$ cat src/rtl/clk_div_pkg.sv
// Shared definitions for the programmable clock divider.
// Holds the phase FSM encoding and the ratio that is active after reset.
package clk_div_pkg;

    typedef enum logic [1:0] {
        ST_IDLE = 2'd0,
        ST_HIGH = 2'd1,
        ST_LOW  = 2'd2
    } div_state_t;

    // Phase lengths used from reset until the first programmed ratio lands.
    localparam int CLK_DIV_DEF_HI = 32;
    localparam int CLK_DIV_DEF_LO = 32;

endpackage

$ cat src/rtl/clk_div_ratio_reg.sv
// Ratio storage for the programmable clock divider.
// A load strobe parks the requested high/low lengths as a pending ratio.
// The pending ratio becomes active only when the divider starts a new
// high phase. Requested lengths of zero are stored as one, so the shortest
// possible output period is two clk cycles.
module clk_div_ratio_reg
    import clk_div_pkg::*;
#(
    parameter int CNT_W  = 16,
    parameter int DEF_HI = CLK_DIV_DEF_HI,
    parameter int DEF_LO = CLK_DIV_DEF_LO
) (
    input  logic             clk,
    input  logic             rst_n,
    input  logic             load,
    input  logic [CNT_W-1:0] div_hi,
    input  logic [CNT_W-1:0] div_lo,
    input  logic             apply,
    output logic [CNT_W-1:0] hi_act,
    output logic [CNT_W-1:0] lo_act,
    output logic             ratio_ack
);

    // Default lengths, with the same zero-to-one rule as programmed values.
    localparam logic [CNT_W-1:0] RST_HI = (DEF_HI == 0) ? CNT_W'(1) : CNT_W'(DEF_HI);
    localparam logic [CNT_W-1:0] RST_LO = (DEF_LO == 0) ? CNT_W'(1) : CNT_W'(DEF_LO);

    logic [CNT_W-1:0] pend_hi;
    logic [CNT_W-1:0] pend_lo;
    logic             pend_valid;

    function automatic logic [CNT_W-1:0] at_least_one(input logic [CNT_W-1:0] v);
        return (v == '0) ? CNT_W'(1) : v;
    endfunction

    // Promote the pending ratio at a high-phase start. A load arriving on that
    // same edge becomes the new pending ratio instead of being applied.
    always_ff @(posedge clk or negedge rst_n) begin
        if (!rst_n) begin
            pend_hi    <= RST_HI;
            pend_lo    <= RST_LO;
            pend_valid <= 1'b0;
            hi_act     <= RST_HI;
            lo_act     <= RST_LO;
            ratio_ack  <= 1'b0;
        end else begin
            ratio_ack <= apply && pend_valid;
            if (apply && pend_valid) begin
                hi_act <= pend_hi;
                lo_act <= pend_lo;
            end
            if (load) begin
                pend_hi    <= at_least_one(div_hi);
                pend_lo    <= at_least_one(div_lo);
                pend_valid <= 1'b1;
            end else if (apply) begin
                pend_valid <= 1'b0;
            end
        end
    end

endmodule

$ cat src/rtl/clk_div_prog.sv
// Programmable clock divider with independent high and low phase lengths.
// The output clk_div and the tick/ack pulses are all registered.
// Lowering en lets the current period finish before the divider parks.
// Optional feature: define CLK_DIV_PROG_SYNC_EN to add the sync_in input.
// When sync_in and en are both high, a new high phase starts on the next
// cycle, overriding the phase counting.
module clk_div_prog
    import clk_div_pkg::*;
#(
    parameter int CNT_W  = 16,
    parameter int DEF_HI = CLK_DIV_DEF_HI,
    parameter int DEF_LO = CLK_DIV_DEF_LO
) (
    input  logic             clk,
    input  logic             rst_n,
    input  logic             en,
    input  logic             load,
    input  logic [CNT_W-1:0] div_hi,
    input  logic [CNT_W-1:0] div_lo,
`ifdef CLK_DIV_PROG_SYNC_EN
    input  logic             sync_in,
`endif
    output logic             clk_div,
    output logic             tick_rise,
    output logic             tick_fall,
    output logic             ratio_ack
);

    div_state_t       state;
    div_state_t       state_nxt;
    logic [CNT_W-1:0] cnt;
    logic [CNT_W-1:0] cnt_nxt;
    logic             clk_div_nxt;
    logic             tick_rise_nxt;
    logic             tick_fall_nxt;
    logic             high_entry;
    logic [CNT_W-1:0] hi_act;
    logic [CNT_W-1:0] lo_act;
    logic             hi_done;
    logic             lo_done;

    assign hi_done = (cnt == hi_act - CNT_W'(1));
    assign lo_done = (cnt == lo_act - CNT_W'(1));

    clk_div_ratio_reg #(
        .CNT_W  (CNT_W),
        .DEF_HI (DEF_HI),
        .DEF_LO (DEF_LO)
    ) u_ratio (
        .clk       (clk),
        .rst_n     (rst_n),
        .load      (load),
        .div_hi    (div_hi),
        .div_lo    (div_lo),
        .apply     (high_entry),
        .hi_act    (hi_act),
        .lo_act    (lo_act),
        .ratio_ack (ratio_ack)
    );

    // Work out the next phase, the counter value and the registered outputs.
    // Any route into HIGH uses the same entry actions.
    always_comb begin
        state_nxt     = state;
        cnt_nxt       = cnt;
        clk_div_nxt   = 1'b0;
        tick_rise_nxt = 1'b0;
        tick_fall_nxt = 1'b0;
        high_entry    = 1'b0;
        case (state)
            ST_IDLE: begin
                cnt_nxt = '0;
                if (en) begin
                    high_entry = 1'b1;
                end
            end
            ST_HIGH: begin
                if (hi_done) begin
                    state_nxt     = ST_LOW;
                    cnt_nxt       = '0;
                    tick_fall_nxt = 1'b1;
                end else begin
                    cnt_nxt     = cnt + CNT_W'(1);
                    clk_div_nxt = 1'b1;
                end
            end
            ST_LOW: begin
                if (lo_done) begin
                    if (en) begin
                        high_entry = 1'b1;
                    end else begin
                        state_nxt = ST_IDLE;
                        cnt_nxt   = '0;
                    end
                end else begin
                    cnt_nxt = cnt + CNT_W'(1);
                end
            end
            default: begin
                state_nxt = ST_IDLE;
                cnt_nxt   = '0;
            end
        endcase
`ifdef CLK_DIV_PROG_SYNC_EN
        if (sync_in && en) begin
            high_entry = 1'b1;
        end
`endif
        if (high_entry) begin
            state_nxt     = ST_HIGH;
            cnt_nxt       = '0;
            clk_div_nxt   = 1'b1;
            tick_rise_nxt = 1'b1;
            tick_fall_nxt = 1'b0;
        end
    end

    // Hold the phase state and the glitch-free registered outputs.
    always_ff @(posedge clk or negedge rst_n) begin
        if (!rst_n) begin
            state     <= ST_IDLE;
            cnt       <= '0;
            clk_div   <= 1'b0;
            tick_rise <= 1'b0;
            tick_fall <= 1'b0;
        end else begin
            state     <= state_nxt;
            cnt       <= cnt_nxt;
            clk_div   <= clk_div_nxt;
            tick_rise <= tick_rise_nxt;
            tick_fall <= tick_fall_nxt;
        end
    end

endmodule

$ cat config.mk
export PLATFORM = sky130hd
export DESIGN_NAME = clk_div_prog
export DESIGN_NICKNAME = d
export VERILOG_FILES = /design/src/rtl/clk_div_pkg.sv /design/src/rtl/clk_div_ratio_reg.sv /design/src/rtl/clk_div_prog.sv
export SDC_FILE = /design/constraint.sdc
export NUM_CORES = 1
export LEC_CHECK = 0
export ABC_AREA = 1
export BUFFER_PORTS_ARGS = -buffer_cell sky130_fd_sc_hd__clkbuf_2
export CORE_ASPECT_RATIO = 1.2
export CORE_UTILIZATION = 61
export DETAILED_ROUTE_END_ITERATION = 10
export PLACE_DENSITY = 0.83
export REMOVE_ABC_BUFFERS = 1
export SLEW_MARGIN = 20
export SYNTH_ARGS = -nofsm -noshare
export SYNTH_HDL_FRONTEND = slang
export SYNTH_SLANG_ARGS = --single-unit
$ cat constraint.sdc
create_clock -name clk -period 2.44 [get_ports clk]
set_input_delay 0.244 -clock clk [delete_from_list [all_inputs] [get_ports clk]]
set_output_delay 0.244 -clock clk [all_outputs]
set_load 0.05 [all_outputs]
==> results.json, run 1 <==
{
  "cp_cell_sequence": "inv_2 > ha_4 > inv_1 > nand2_1 > nand2_1 > nand2_1 > nand2_1 > nor3_2 > nand2_1 > nor2_1 > nand4_2 > nand2_4 > nand2_8 > buf_12 > nand2_1 > o21ai_2",
  "setup_viol_count_final": 0,
  "synth_top_area_share_pct": 39.9,
  "vias": 4552,
  "synth_cell_types": 34,
  "min_path_cells": 3,
  "synth_edf_count": 0,
  "synthCells": 699,
  "slowest_delay_ns": 0.41,
  "cp.required_ns": 2.71,
  "drtIter0Drc": 172,
  "tritoncts": "done",
  "nets": 791,
  "synthArstFlopShare_pct": 100,
  "period_needed_ns": 2.32,
  "vdd_drop_max_mv": 0.611,
  "num_rows": 36,
  "finalInstanceArea_um2": 5900,
  "drc": 0,
  "start_kind": "flop",
  "status": "complete, no violations",
  "core_area_um2": 8200,
  "dp_hpwl_um": 8780,
  "clock-sinks": 87,
  "path_common_cell": "nand2_1",
  "cp-end-kind": "flop",
  "drv_cap": 0,
  "root_buffer": "clkbuf_8",
  "cts_max_level": 3,
  "timing.final.crit_share_pct": 95.1,
  "hold_path_class": "input pin to flop",
  "cts_max_path_buffers": 2,
  "worst-setup-path-type": "flop to flop",
  "wl_per_cell_um": 13.8,
  "place.gp.congestion": 0.969,
  "syn_area_per_cell_um2": 7.44,
  "die_h_um": 103,
  "antenna_found_initial": 0,
  "synth_area_leaders": "dfrtp_1, nand2_1, inv_1",
  "synth_area_leader_cell": "dfrtp_1",
  "slew_headroom_pct": 39.0,
  "yosysSeqAreaShare_pct": 42.0,
  "io_buffers": 39,
  "hold_viol_final": 0,
  "worst_slew_pin_slew_ns": 0.915,
  "numCtsBuffers": 9,
  "grt_pass1_wl_um": 19400,
  "postLayoutCoreUtil_pct": 72.0,
  "worst_ep_arrival_time_ns": 2.59,
  "detail-route-antenna-nets": 0,
  "total_leakage_power_nw": 3.06,
  "ys_warn_count": 0,
  "synth_top_flop_cell": "dfrtp_1",
  "antennaDiodeCount": 0,
  "via_per_inst": 5.24,
  "grt_use_total_pct": 28.8,
  "syn_area_um2": 5200,
  "firstDrtPassIters": 5,
  "dieArea_um2": 8900,
  "ff2ff_path_depth": 16,
  "post-synth-top-count-cell": "nand2_1",
  "clk_latency_ns": 0.38,
  "p_per_area_nw_per_um2": 1100,
  "finalMaxSlewViolations": 0,
  "finClkSkew_ns": 0.0154,
  "placed_area_um2": 5510,
  "initial_core_util_pct": 63.4,
  "path_max_fanout": 23,
  "ios": 40,
  "wirelength_um": 11900,
  "synth_commonest_cells": "nand2_1, inv_1, dfrtp_1",
  "overflow": 0,
  "area_growth_pct": 13.5,
  "worst_path_max_delay_cell": "dfrtp_1",
  "die_width_um": 86.3,
  "fillers": 659,
  "clock.fmax_mhz": 431,
  "layout-drive-gt1-share_pct": 18.6,
  "clk_pin_slew_ns": 0.09,
  "grt_max_degree": 66,
  "ys_ff_latch": 87,
  "grt_pass1_vias": 4388
}
## repair_timing
action	4_1_cts	5_1_grt
endpoints found under the hold margin	48	0
hold buffers	1	0
pin swaps	0	8
resized for setup	2	18
cloned	0	2
endpoints found under the setup margin	23	49
setup buffers	0	7
## area by class of cell
class | instances | area (µm²) | area share, %
clock buffer | 11 | 141 | 2.39
clock inverter | 5 | 81.3 | 1.38
inverter | 96 | 360 | 6.10
multi-input combinational | 499 | 2610 | 44.2
sequential | 87 | 2180 | 37.0
tap | 114 | 143 | 2.42
timing repair buffer | 56 | 383 | 6.48
## cells by family (layout without fill, tap and decap cells)
| group | Yosys count | in the layout | share of synthesized area (%) |
|---|---|---|---|
| AOI/OAI and AO/OA | 73 | 73 | 9.53 |
| xor gates and xnor gates | 32 | 32 | 5.39 |
| adders and majority gates | 6 | 6 | 1.44 |
| buffers and inverters | 114 | 168 | 9.41 |
| DFF | 87 | 87 | 42.0 |
| and+or+nand+nor | 387 | 388 | 32.3 |
## sequential cells by signal, indices dropped and copies added (netlist names)
name,cells
cnt,16
u_ratio.hi_act,16
u_ratio.lo_act,16
u_ratio.pend_hi,16
u_ratio.pend_lo,16
state,2
clk_div,1
tick_fall,1
tick_rise,1
u_ratio.pend_valid,1
u_ratio.ratio_ack,1
## worst paths after layout
kind | from | slack (ns) | end
max reg2reg | u_ratio.lo_act[1]$_DFFE_PN0P_ | 0.12 | u_ratio.lo_act[9]$_DFFE_PN0P_
max in group asynchronous | rst_n | 1.31 | u_ratio.pend_hi[5]$_DFFE_PN1P_
min in group asynchronous | rst_n | 0.43 | u_ratio.lo_act[4]$_DFFE_PN0P_
min reg2reg | u_ratio.pend_lo[5]$_DFFE_PN1P_ | 0.49 | u_ratio.lo_act[5]$_DFFE_PN1P_
max | u_ratio.lo_act[1]$_DFFE_PN0P_ | 0.12 | u_ratio.lo_act[9]$_DFFE_PN0P_
min | div_lo[5] | 0.09 | u_ratio.pend_lo[5]$_DFFE_PN1P_
## stage by stage
| step | power [mW] | cells | setup slack, ns | hold WS (ns) | setup TNS [ns] |
|---|---|---|---|---|---|
| after global routing | 7.03 | 868 | -0.0171 | 0.0840 | -0.0457 |
| after detailed placement | 5.06 | 842 | -0.0148 | 0.307 | -0.0148 |
| after CTS | 6.22 | 859 | 0.000776 | 0.0826 | 0 |
| after floorplan | 4.28 | 681 | 0.0213 | -0.0516 | 0 |
| final | 6.52 | 868 | 0.119 | 0.0862 | 0 |
| after global placement | 4.96 | 842 | 0.0831 | 0.305 | 0 |
## power breakdown
part           switching, mW  total [mW]  internal (mW)
Sequential             0.402        2.18           1.78
Clock                  0.533        1.14          0.605
Combinational           2.02        3.20           1.18
Total                   2.95        6.52           3.57
## worst max-delay path, delay by kind of cell, from the launching register on
family	cells	cell delay [ns]
and+or+nand+nor	11	1.27
adders and majority gates	1	0.16
AOI/OAI and AO/OA	1	0.05
DFF	1	0.41
buffers and inverters	3	0.31
## layout by cell type (no fill, tap or decap), drive strengths merged, types with 3 or more instances in the layout
master and count:
nand2 232, xor2 22, clkbuf 49, nor2 83, nand3 43, o21bai 3
nand3b 4, nor4 10, dfrtp 83, nand4 9, o21ai 64, nor3 5
buf 17, ha 6, inv 96, dfstp 4, xnor2 10
## layer usage
layer / global-route usage, % / part of all wire, % / vias to the layer above
met5: 0 / 0 / -
met4: 17.4 / 4.1 / 0
met3: 5.36 / 4.1 / 32
met2: 51.3 / 51 / 115
met1: 32.2 / 41 / 2121
li1: - / - / 2284
(Power assumes the default switching activity.)
==> run 2: changes to the inputs <==
ABC_AREA = default   (was 1)
CORE_UTILIZATION = 60   (was 61)
PLACE_DENSITY = 0.82   (was 0.83)
==> run 2 against run 1 <==
Routed wire length increased by 2.2%. Setup slack got worse by 0.83 ns. Critical endpoint is now u_ratio.hi_act[13]$_DFFE_PN0P_. Clock power decreased by 14%. Combinational power about the same. Clock skew increased by 0.00064 ns. Non-clock buffer count increased by 56. Count of clock-buffer cells in the layout decreased by 1. The flow now finishes with violations (negative setup slack).
==> results.json, run 2 <==
{
  "start_kind": "flop",
  "status": "complete, but fails checks",
  "nets": 570,
  "core_area_um2": 7710,
  "grt_pass1_wl_um": 19400,
  "root_buffer": "clkbuf_8",
  "vias": 3750,
  "min_path_cells": 2,
  "tritoncts": "done",
  "io_buffers": 39,
  "synth_edf_count": 0,
  "rsz0062_at_grt": "true",
  "total_leakage_power_nw": 2.67,
  "die_h_um": 99.6,
  "crit_family": "simple AND/OR/NAND/NOR gates",
  "yosysSeqAreaShare_pct": 45.8,
  "period_needed_ns": 3.15,
  "hold-worst-slack_ns": 0.117,
  "overflow": 0,
  "postLayoutCoreUtil_pct": 76.5,
  "clk_latency_ns": 0.37,
  "setup_viol_count_final": 55,
  "synth_top_flop_cell": "dfrtp_1",
  "p_total_mw": 6.33,
  "syn_area_um2": 4760,
  "post-synth-top-count-cell": "dfrtp_1",
  "die_width_um": 83.3,
  "stdcell_count": 625,
  "via_per_inst": 6.00,
  "firstDrtPassIters": 5,
  "worst-setup-path-type": "flop to flop",
  "cp-end-kind": "flop",
  "area_growth_pct": 23.7,
  "syn_area_per_cell_um2": 11.2,
  "cp_cell_sequence": "or4_4 > buf_6 > nor4_2 > nor4b_1 > or3_4 > and3_4 > a41oi_4 > or2_4 > clkbuf_16 > mux2_4",
  "hold_viol_final": 0,
  "dieArea_um2": 8300,
  "timing.final.crit_share_pct": 129,
  "path_max_fanout": 10,
  "synthCells": 425,
  "ys_warn_count": 0,
  "cp.required_ns": 2.69,
  "grt_pass1_vias": 3918,
  "antenna_found_initial": 0,
  "numCtsBuffers": 9,
  "grt_use_total_pct": 30.3,
  "p_per_area_nw_per_um2": 1070,
  "grt_max_degree": 45,
  "antennaDiodeCount": 0,
  "drc": 0,
  "slew_headroom_pct": 42.0,
  "cts_max_level": 3,
  "ios": 40,
  "vdd_drop_max_mv": 0.899,
  "synth_top_area_share_pct": 43.6,
  "worst_path_max_delay_cell": "or4_4",
  "layout_setup_ws_ns": -0.712,
  "num_rows": 35,
  "final_cell_mix": "dfrtp_1, buf_4, xnor2_1, clkbuf_2, mux2_4",
  "cts_max_path_buffers": 2,
  "violations": "negative setup slack",
  "clock-sinks": 87,
  "final_common_cell": "dfrtp_1",
  "critPathBufInv": 2,
  "drv_cap": 0,
  "finalInstanceArea_um2": 5890,
  "clk_pin_slew_ns": 0.10,
  "cp.depth": 10,
  "initial_core_util_pct": 61.8,
  "synth_area_leader_cell": "dfrtp_1",
  "hold_path_class": "input pin to flop",
  "setup_tns_ns": -29.76,
  "detail-route-antenna-nets": 0,
  "wl_per_cell_um": 19.5,
  "worst_ep_arrival_time_ns": 3.40,
  "slowest_delay_ns": 0.56,
  "wirelength_um": 12200,
  "synth_area_leaders": "dfrtp_1, mux2_4, mux2_2",
  "clock.fmax_mhz": 317,
  "dp_hpwl_um": 8220,
  "finClkSkew_ns": 0.0161,
  "placed_area_um2": 5510,
  "drtIter0Drc": 208,
  "synth_commonest_cells": "dfrtp_1, xnor2_1, mux2_2",
  "placed_cells": 604,
  "ys_ff_latch": 87,
  "worst_slew_pin_slew_ns": 0.871,
  "synthArstFlopShare_pct": 100,
  "place_ws_ns": -0.732,
  "place.gp.congestion": 0.884,
  "finalMaxSlewViolations": 0,
  "synth_cell_types": 55,
  "layout-drive-gt1-share_pct": 40.7,
  "ff2ff_path_depth": 10
}
[run 2: changes by cell type after synthesis, moves of 12 or more]
cell     previous run  this run
nor2_1             76        28
mux2_2              0        31
nand2_1           226        25
nor3_1              4        16
xnor2_1            10        38
inv_1              94        14
mux2_4              0        29
o21ai_2            30         0
nand3_1            41        14
o21ai_0            34         7
[run 2: kinds of logic (layout without fill, tap and decap cells)]
| logic type | after synthesis | after routing | share of synthesized area [%] |
|---|---|---|---|
| compound gates | 38 | 38 | 5.96 |
| mux | 66 | 66 | 17.8 |
| flops | 87 | 87 | 45.8 |
| xor+xnor | 50 | 50 | 9.19 |
| simple gates | 144 | 144 | 16.3 |
| buf+inv | 34 | 142 | 3.36 |
| fa+ha+maj | 6 | 6 | 1.58 |
[run 2: worst paths after layout]
check / start / endpoint / slack [ns]
max: u_ratio.lo_act[3]$_DFFE_PN0P_ / u_ratio.hi_act[13]$_DFFE_PN0P_ / -0.71
min: div_hi[2] / u_ratio.pend_hi[2]$_DFFE_PN0P_ / 0.12
max reg2reg: u_ratio.lo_act[3]$_DFFE_PN0P_ / u_ratio.hi_act[13]$_DFFE_PN0P_ / -0.71
min reg2reg: u_ratio.pend_valid$_DFFE_PN0P_ / u_ratio.pend_valid$_DFFE_PN0P_ / 0.50
max in group asynchronous: rst_n / u_ratio.lo_act[5]$_DFFE_PN1P_ / 1.34
min in group asynchronous: rst_n / u_ratio.hi_act[2]$_DFFE_PN0P_ / 0.40
[run 2: layout make-up]
| class | instances | area, µm² |
|---|---|---|
| multi-input combinational | 304 | 2530 |
| sequential | 87 | 2180 |
| fill | 492 | 1810 |
| timing repair buffer | 112 | 830 |
| clock buffer | 10 | 138 |
| tap | 92 | 115 |
| inverter | 14 | 52.6 |
| clock inverter | 6 | 51.3 |
[run 2: report_power, final]
part | switching, mW | leakage, nW | total, mW | internal, mW
sequential | 0.296 | 1.06 | 2.12 | 1.83
clock | 0.560 | 0.0996 | 0.977 | 0.416
combinational | 1.55 | 1.51 | 3.23 | 1.67
total | 2.41 | 2.67 | 6.33 | 3.92
[run 2: what timing repair did]
item | in CTS | in global routing
hold endpoints to repair | 41 | 0
resized for setup | 27 | 3
hold buffers | 1 | 0
setup endpoints to repair | 55 | 55
setup buffers | 1 | 0
pin swaps | 6 | 4
cloned | 2 | 1
[run 2: worst register-to-register path: stages, from the launching register on]
cell and delay (ns):
dfrtp_1 0.42, or4_4 0.56, buf_6 0.17, nor4_2 0.24, nor4b_1 0.09, or3_4 0.38, and3_4 0.20, a41oi_4 0.22
or2_4 0.26, clkbuf_16 0.20, mux2_4 0.32
[run 2: routing by layer]
layer / wire length, µm / global-route usage, % / share of wire, %
met2: 6330 / 53.6 / 52
met3: 615 / 6.47 / 5.0
met1: 4840 / 36.0 / 40
met4: 412 / 12.2 / 3.4
met5: 0 / 0 / 0
==> run 3: changes to the inputs <==
CORE_ASPECT_RATIO = 1.4   (was 1.2)
==> run 3 against run 2 <==
The run still ends with negative setup slack left. Sequential power shrank 2%. Total power grew 7.0%. Register-to-register slack gained 0.09 ns. Maximum frequency grew 2.9%. Count of clock-buffer cells in the layout is the same. Final cell count grew 2.7%. Combinational power grew 9.9%. Critical path depth shrank 1. Non-clock buffer count grew 9.
==> results.json, run 3 (synthesis results as in run 2) <==
{
  "wl_per_cell_um": 18.6,
  "final_common_cell": "dfrtp_1",
  "clk_latency_ns": 0.38,
  "drtIter0Drc": 216,
  "clock.fmax_mhz": 326,
  "cp.required_ns": 2.71,
  "num_rows": 38,
  "period_needed_ns": 3.06,
  "finalMaxSlewViolations": 0,
  "nets": 579,
  "cts_max_level": 3,
  "layout_setup_ws_ns": -0.624,
  "ios": 40,
  "violations": "negative setup slack",
  "clk_pin_slew_ns": 0.09,
  "clock-sinks": 87,
  "io_buffers": 39,
  "tritoncts": "done",
  "total_leakage_power_nw": 2.75,
  "vdd_drop_max_mv": 0.725,
  "initial_core_util_pct": 61.9,
  "area_growth_pct": 29.0,
  "grt_pass1_wl_um": 19100,
  "die_h_um": 107,
  "drv_cap": 0,
  "p_per_area_nw_per_um2": 1100,
  "finalInstanceArea_um2": 6150,
  "wirelength_um": 12000,
  "grt_max_degree": 88,
  "via_per_inst": 5.82,
  "rsz0062_at_grt": "true",
  "place.gp.congestion": 0.893,
  "critPathBufInv": 1,
  "antennaDiodeCount": 0,
  "overflow": 0,
  "die_width_um": 77.3,
  "seq_area_um2": 2180,
  "multi_input_area_um2": 2620,
  "detail-route-antenna-nets": 0,
  "dieArea_um2": 8310,
  "placed_cells": 614,
  "antenna_found_initial": 0,
  "worst-setup-path-type": "flop to flop",
  "numCtsBuffers": 9,
  "hold-worst-slack_ns": 0.112,
  "cp-end-kind": "flop",
  "firstDrtPassIters": 4,
  "placed_area_um2": 5520,
  "path_max_fanout": 6,
  "worst_path_max_delay_cell": "or4_4",
  "status": "complete, but fails checks",
  "grt_use_total_pct": 30.6,
  "core_area_um2": 7700,
  "finClkSkew_ns": 0.0122,
  "crit_family": "simple AND/OR/NAND/NOR gates",
  "setup_viol_count_final": 55,
  "stdcell_count": 642,
  "worst_ep_arrival_time_ns": 3.34,
  "slowest_delay_ns": 0.59,
  "cts_max_path_buffers": 2,
  "hold_path_class": "input pin to flop",
  "start_kind": "flop",
  "cp_cell_sequence": "or4_4 > or4_1 > a211oi_2 > or3_4 > and3_4 > a41oi_4 > or2_4 > clkbuf_16 > mux2_4",
  "grt_pass1_vias": 3915,
  "dp_hpwl_um": 7690,
  "root_buffer": "clkbuf_8",
  "worst_slew_pin_slew_ns": 0.889,
  "drc": 0,
  "layout-drive-gt1-share_pct": 43.7,
  "hold_viol_final": 0,
  "timing.final.crit_share_pct": 126,
  "vias": 3735,
  "slew_headroom_pct": 40.7,
  "fillers": 454,
  "final_cell_mix": "dfrtp_1, buf_4, xnor2_1, clkbuf_2, mux2_4"
}
==> run 3: cell types whose count changed in the layout (fill, tap and decap cells not counted), sizes merged <==
cell / delta
bufinv: +2
clkinvlp: +3
buf: +9
clkinv: -2
inv: -3
==> run 3: cell type report <==
| class | count | share of cell area (%) |
|---|---|---|
| multi-input combinational | 304 | 42.6 |
| timing repair buffer | 121 | 15.3 |
| inverter | 14 | 0.855 |
| tap | 100 | 2.04 |
| sequential | 87 | 35.5 |
| clock inverter | 6 | 1.49 |
| clock buffer | 10 | 2.24 |
==> run 3: layer usage <==
metal,up-vias,share of wire (%),global-route usage (%)
li1,1736,-,-
met1,1850,40,36.7
met2,115,52,52.8
met3,34,4.4,3.98
met4,0,3.2,17.3
met5,-,0,0
==> run 3: stage by stage <==
step	util [%]	setup WS, ns	setup TNS (ns)	total power [mW]
floorplan	-	-1.57	-62.99	3.84
global placement	71.6	-0.679	-30.69	4.87
detailed placement	71.6	-0.789	-35.66	5.01
CTS	78.4	-0.615	-30.04	6.57
global route	79.8	-0.705	-36.69	7.11
finish	79.8	-0.624	-31.15	6.77
==> run 3: what timing repair did <==
item / 4_1_cts / 5_1_grt
gates cloned: 4 / 1
setup endpoints to repair: 55 / 55
hold buffers: 0 / 1
buffers inserted: 6 / 2
resized for setup: 38 / 15
pin swaps: 15 / 12
hold endpoints to repair: 0 / 7
==> run 3: power by group <==
part           internal, mW  total, mW  switching, mW  leakage (nW)
Clock                 0.607       1.15          0.542         0.105
Combinational          1.86       3.55           1.69          1.59
Sequential             1.83       2.07          0.246          1.06
Total                  4.29       6.77           2.47          2.75
==> run 3: final timing paths <==
| check | from | to | slack (ns) | cells past startpoint |
|---|---|---|---|---|
| max | u_ratio.lo_act[2]$_DFFE_PN0P_ | u_ratio.hi_act[11]$_DFFE_PN0P_ | -0.62 | 9 |
| min | div_hi[13] | u_ratio.pend_hi[13]$_DFFE_PN0P_ | 0.11 | 2 |
| max reg2reg | u_ratio.lo_act[2]$_DFFE_PN0P_ | u_ratio.hi_act[11]$_DFFE_PN0P_ | -0.62 | 9 |
| min reg2reg | u_ratio.pend_valid$_DFFE_PN0P_ | u_ratio.pend_valid$_DFFE_PN0P_ | 0.50 | 1 |
| max in group asynchronous | rst_n | u_ratio.lo_act[5]$_DFFE_PN1P_ | 1.37 | 3 |
| min in group asynchronous | rst_n | u_ratio.lo_act[1]$_DFFE_PN0P_ | 0.47 | 2 |
==> run 3: worst register-to-register path, cell delays in order (launching register included) <==
cell and delay, ns:
dfrtp_1 0.39, or4_4 0.59, or4_1 0.46, a211oi_2 0.24, or3_4 0.15, and3_4 0.18, a41oi_4 0.11, or2_4 0.34
clkbuf_16 0.21, mux2_4 0.30
